### config.mk
export PLATFORM = sky130hd
export DESIGN_NAME = cpu_run_controller
export DESIGN_NICKNAME = d
export VERILOG_FILES = /design/src/rtl/cpu_ctrl_pkg.sv /design/src/rtl/button_debouncer.sv /design/src/rtl/cpu_run_controller.sv
export SDC_FILE = /design/constraint.sdc
export NUM_CORES = 1
export LEC_CHECK = 0
export ABC_AREA = 1
export CAP_MARGIN = 20
export CORE_UTILIZATION = 35
export CTS_CLUSTER_DIAMETER = 40
export CTS_CLUSTER_SIZE = 10
export DETAILED_ROUTE_END_ITERATION = 8
export GPL_ROUTABILITY_DRIVEN = 1
export PLACE_DENSITY = 0.66
export REMOVE_ABC_BUFFERS = 1
export SLEW_MARGIN = 20
export SYNTH_ARGS = -nofsm -noshare
export SYNTH_HDL_FRONTEND = slang
export SYNTH_SLANG_ARGS = --single-unit
export TNS_END_PERCENT = 10
### constraint.sdc
create_clock -name i_clk -period 1.4 [get_ports i_clk]
set_input_delay 0.42 -clock i_clk [delete_from_list [all_inputs] [get_ports i_clk]]
set_output_delay 0.42 -clock i_clk [all_outputs]
set_load 0.05 [all_outputs]
### src/rtl/cpu_ctrl_pkg.sv
// Shared definitions for the CPU run/pause/single-step controller.
package cpu_ctrl_pkg;

  typedef enum logic [1:0] {
    IDLE = 2'd0,
    RUN  = 2'd1,
    STEP = 2'd2,
    HALT = 2'd3
  } run_state_e;

  // 10 ms of stable level at 100 MHz.
  localparam int unsigned DEFAULT_DEBOUNCE_CYCLES = 1_000_000;

endpackage

### src/rtl/button_debouncer.sv
// Raw button to one-cycle press event: 2-FF synchronizer, debounce counter, rising-edge pulse.
module button_debouncer
  import cpu_ctrl_pkg::*;
#(
  parameter int unsigned DEBOUNCE_CYCLES = DEFAULT_DEBOUNCE_CYCLES
) (
  input  logic i_clk,
  input  logic i_rst,
  input  logic i_btn,
  output logic o_press
);

  localparam int unsigned CNT_W = (DEBOUNCE_CYCLES > 1) ? $clog2(DEBOUNCE_CYCLES) : 1;
  localparam logic [CNT_W-1:0] CNT_LAST = CNT_W'(DEBOUNCE_CYCLES - 1);

  logic             r_sync1;
  logic             r_sync2;
  logic             r_level;
  logic             r_level_d1;
  logic             r_press;
  logic [CNT_W-1:0] r_cnt;
  logic             w_differ;
  logic             w_flip;

  assign w_differ = (r_sync2 != r_level);
  // Flip on the DEBOUNCE_CYCLES-th consecutive differing cycle.
  assign w_flip   = w_differ && (r_cnt == CNT_LAST);

  always_ff @(posedge i_clk) begin
    if (i_rst) begin
      r_sync1    <= 1'b0;
      r_sync2    <= 1'b0;
      r_level    <= 1'b0;
      r_level_d1 <= 1'b0;
      r_press    <= 1'b0;
      r_cnt      <= '0;
    end else begin
      r_sync1    <= i_btn;
      r_sync2    <= r_sync1;
      if (!w_differ || w_flip) begin
        r_cnt <= '0;
      end else begin
        r_cnt <= r_cnt + CNT_W'(1);
      end
      if (w_flip) begin
        r_level <= ~r_level;
      end
      r_level_d1 <= r_level;
      r_press    <= r_level & ~r_level_d1;
    end
  end

  assign o_press = r_press;

endmodule

### src/rtl/cpu_run_controller.sv
// Run/pause/single-step sequencer: turns divider ticks into CPU clock-enables per run state.
module cpu_run_controller
  import cpu_ctrl_pkg::*;
#(
  parameter int unsigned DEBOUNCE_CYCLES = DEFAULT_DEBOUNCE_CYCLES,
  parameter int unsigned CNT_WIDTH       = 32
) (
  input  logic                 i_clk,
  input  logic                 i_rst,
  input  logic                 i_tick,
  input  logic                 i_btn_run,
  input  logic                 i_btn_step,
  input  logic                 i_btn_pause,
  input  logic                 i_halt,
  output logic                 o_cpu_en,
  output logic [1:0]           o_run_state,
  output logic [CNT_WIDTH-1:0] o_cycle_count
);

  logic                 w_run_ev;
  logic                 w_step_ev;
  logic                 w_pause_ev;
  run_state_e           r_state;
  run_state_e           w_state_d;
  logic                 r_cpu_en;
  logic                 w_cpu_en_d;
  logic [CNT_WIDTH-1:0] r_cycle_count;

  button_debouncer #(.DEBOUNCE_CYCLES(DEBOUNCE_CYCLES)) u_db_run (
    .i_clk   (i_clk),
    .i_rst   (i_rst),
    .i_btn   (i_btn_run),
    .o_press (w_run_ev)
  );

  button_debouncer #(.DEBOUNCE_CYCLES(DEBOUNCE_CYCLES)) u_db_step (
    .i_clk   (i_clk),
    .i_rst   (i_rst),
    .i_btn   (i_btn_step),
    .o_press (w_step_ev)
  );

  button_debouncer #(.DEBOUNCE_CYCLES(DEBOUNCE_CYCLES)) u_db_pause (
    .i_clk   (i_clk),
    .i_rst   (i_rst),
    .i_btn   (i_btn_pause),
    .o_press (w_pause_ev)
  );

  always_ff @(posedge i_clk) begin
    if (i_rst) begin
      r_state       <= IDLE;
      r_cpu_en      <= 1'b0;
      r_cycle_count <= '0;
    end else begin
      r_state  <= w_state_d;
      r_cpu_en <= w_cpu_en_d;
      if (r_cpu_en) begin
        r_cycle_count <= r_cycle_count + CNT_WIDTH'(1);
      end
    end
  end

  always_comb begin
    w_state_d = r_state;
    unique case (r_state)
      IDLE: begin
        if (i_halt)         w_state_d = HALT;
        else if (w_run_ev)  w_state_d = RUN;
        else if (w_step_ev) w_state_d = STEP;
      end
      RUN: begin
        if (i_halt)          w_state_d = HALT;
        else if (w_pause_ev) w_state_d = IDLE;
      end
      STEP: begin
        if (i_halt)      w_state_d = HALT;
        else if (i_tick) w_state_d = IDLE;
      end
      HALT:    w_state_d = HALT;
      default: w_state_d = IDLE;
    endcase
    // A pause landing on a tick wins, so the paused CPU never executes that instruction.
    w_cpu_en_d = i_tick && !i_halt && !w_pause_ev && ((r_state == RUN) || (r_state == STEP));
  end

  assign o_cpu_en      = r_cpu_en;
  assign o_run_state   = r_state;
  assign o_cycle_count = r_cycle_count;

endmodule

==> results.sh <==
export IMPL_diodes=0
export IMPL_ir_drop_mv=0.768
export IMPL_yosys_warnings=0
export IMPL_grt_use_total=0.155
export IMPL_final_common_cell="nand2_1"
export IMPL_nFillCells=1457
export IMPL_cp_arrival_ns=1.69
export IMPL_status="finished with violations"
export IMPL_synth_area_top_cells="dfxtp_1, nand2_1, nor2_1"
export IMPL_yosysTopAreaCell="dfxtp_1"
export IMPL_via_count=5242
export IMPL_root_buffer="clkbuf_16"
export IMPL_vias_per_cell=4.63
export IMPL_cts_buffer_depth=2
export IMPL_die_h_um=127
export IMPL_leakage_uw=0.00271
export IMPL_rows=45
export IMPL_pre_cts_ws_ns=-0.392
export IMPL_fp_coreArea_um2=15300
export IMPL_clk_pin_slew_ns=0.08
export IMPL_hold_path_class="flop to flop"
export IMPL_routed_wl_mm=12.7
export IMPL_antenna_found_initial=0
export IMPL_drc=0
export IMPL_grt_overflow_total=0
export IMPL_setup_ws_ns=-0.0393
export IMPL_min_period_over_period=1.03
export IMPL_ys_seq_area_frac=0.401
export IMPL_switchingPower_uw=1780
export IMPL_fin_crit_ns=1.44
export IMPL_h_tree_depth=3
export IMPL_setup_viol_count_final=23
export IMPL_failed_checks="negative setup slack"
export IMPL_clock_latency_ns=0.36
export IMPL_rsz0062_at_grt="yes"
export IMPL_clock_skew_final_ns=0.00811
export IMPL_drv_cap=0
export IMPL_grt_pass1_vias=4568
export IMPL_r2r_setup_slack_ns=-0.04
export IMPL_fmax_mhz=695
export IMPL_finalWeightedCongestion=0.871
export IMPL_cts_tree="built"
export IMPL_async_reset_ff_frac=0
export IMPL_ys_flop_type="dfxtp_1"
export IMPL_place_hpwl_mm=8.99
export IMPL_hold_ws_ns=0.389
export IMPL_pwr_share_seq=0.471
export IMPL_syn2layout_area_growth_pct=41.8
export IMPL_end_kind="flop"
export IMPL_dr_pass1_iters=4
export IMPL_clock_sinks=110
export IMPL_drt_iter0_markers=330
export IMPL_layout_common_cells="nand2_1, nor2_1, dfxtp_1, inv_1, buf_4"
export IMPL_synth_edf_count=0
export IMPL_p_comb_frac=0.144
export IMPL_netSwitchingFraction=0.262
export IMPL_holdPathStages=1
export IMPL_timing_rr_end="u_db_pause.r_cnt[16]"
export IMPL_cp_max_fo=5
export IMPL_drive_gt1_frac=0.269
export IMPL_synth_area_per_cell_um2=6.89
export IMPL_synth_cell_type_count=35
export IMPL_die_x_um=127
export IMPL_port_buffers=41
export IMPL_synth_top_area_share=0.401
export IMPL_finalMaxSlewViolations=0
export IMPL_register_area_um2=2280
export IMPL_place_area_um2=6980
export IMPL_ant_nets=0
export IMPL_tightest_slew_ns=0.312
export IMPL_crit_required_ns=1.65
export IMPL_hold_viol=0
export IMPL_holdBufCountCts=0
export IMPL_postLayoutCellArea_um2=7790
export IMPL_grt_pass1_wl_mm=20.4
export IMPL_multi_input_area_um2=3200
export IMPL_grt_max_degree=25
export IMPL_min_delay_start="u_db_step.r_level_d1"
export IMPL_min_to="u_db_step.o_press"
export IMPL_synth_cells=797
export IMPL_relSlewSlack=0.791
export IMPL_drt_wirelength_per_cell_um=11.2
export IMPL_p_int_uw=5030
export IMPL_die_area_um2=16200
export IMPL_rr_worst_depth=9
export IMPL_ios=42
export IMPL_start_kind="flop"
export IMPL_start_util=0.360
export IMPL_clkPwrFrac=0.385
export IMPL_nets=932
export IMPL_crit_type="flop to flop"
export IMPL_numCtsBuffers=9
export IMPL_pwr_density_cell_nw_per_um2=874
export IMPL_r2r_start="u_db_pause.r_cnt[0]"
export IMPL_synth_seq_cells=110
export IMPL_syn_area_um2=5500
-- critical path: stages, from the launching register on --
cell and delay [ns]:
dfxtp_2 0.36, ha_4 0.15, inv_2 0.04, nor2_2 0.07
nand2_1 0.10, nor2_1 0.11, nand3_1 0.13, nand2_2 0.18
clkbuf_16 0.16, nor2_1 0.04
-- cells in the mapped netlist (2+ instances only) --
cell type	count
dfxtp_1	110
or2_0	3
nor2_2	21
nor3_1	16
nand2_2	3
nand3_2	5
ha_1	9
nand3b_1	10
inv_1	67
a21oi_1	30
nor2_4	6
o21ai_0	12
nor2_1	189
clkbuf_1	3
nand4_1	14
inv_2	2
nand3_1	46
buf_4	5
xor2_1	24
xnor2_1	16
nand2_1	192
-- cell type report --
| class | instances | share of cell area |
|---|---|---|
| clock buffer | 10 | 0.0294 |
| clock inverter | 6 | 0.00915 |
| inverter | 69 | 0.0332 |
| multi-input combinational | 607 | 0.411 |
| sequential | 110 | 0.292 |
| tap | 211 | 0.0339 |
| timing repair buffer | 119 | 0.191 |
-- logic make-up (layout without fill, tap and decap cells) --
logic type | count (synthesis) | in the layout | share of synthesized area
AND/OR/NAND/NOR | 512 | 512 | 0.410
flip-flops | 110 | 110 | 0.401
buffers and inverters | 80 | 204 | 0.0612
AO/OA/AOI/OAI | 46 | 46 | 0.0437
XOR/XNOR | 40 | 40 | 0.0638
adder cells (fa/ha/maj) | 9 | 9 | 0.0205
-- through the flow --
step	setup TNS [ns]	instances	utilization	total power, uW
CTS	-0.0283	1125	0.488	6820
global placement	-21.94	1106	0.457	4200
floorplan	-14.05	786	-	3750
global route	-2.54	1132	0.511	7070
detailed placement	-24.11	1106	0.457	4200
finish	-0.525	1132	0.511	6810
-- how the worst max path moves through the flow --
stage | from | to | slack (ns) | depth (start not counted)
global placement | i_rst | u_db_step.r_cnt[19] | -0.34 | 6
finish | u_db_pause.r_cnt[0] | u_db_pause.r_cnt[16] | -0.04 | 9
global route | u_db_pause.r_cnt[0] | u_db_pause.r_cnt[8] | -0.10 | 9
CTS | o_cycle_count[0] | o_cycle_count[0] | -0.01 | 2
detailed placement | i_rst | u_db_step.r_cnt[12] | -0.39 | 6
floorplan | o_run_state[0] | o_run_state[0] | -0.36 | 8
-- registers in the layout, indices dropped and copies added (netlist names), 2 cells and up --
register,count
u_db_pause.r_cnt,20
u_db_run.r_cnt,20
u_db_step.r_cnt,20
o_cycle_count,32
o_run_state,2
-- timing repair --
item / CTS / global route
gates cloned: 0 / 2
resized for setup: 59 / 79
endpoints found under the hold margin: 0 / 0
pin swaps: 6 / 26
buffers inserted: 6 / 5
setup endpoints to repair: 94 / 109
-- power by group through the flow --
stage / registers [uW] / clock network [uW] / logic (uW)
floorplan: 3450 / 0 / 300
global placement: 3280 / 0 / 917
detailed placement: 3280 / 0 / 923
CTS: 3200 / 2670 / 950
global route: 3220 / 2790 / 1060
finish: 3210 / 2620 / 981
-- metal layers --
| layer | up-vias | routed length [um] | share of wire | track usage |
|---|---|---|---|---|
| met4 | 0 | 219 | 0.017 | 0.0637 |
| met5 | - | 0 | 0 | 0 |
| met3 | 17 | 517 | 0.041 | 0.0239 |
| met1 | 2371 | 5910 | 0.47 | 0.204 |
| met2 | 102 | 6060 | 0.48 | 0.255 |
| li1 | 2752 | - | - | - |
No activity file was read; power rests on OpenSTA's default activity.
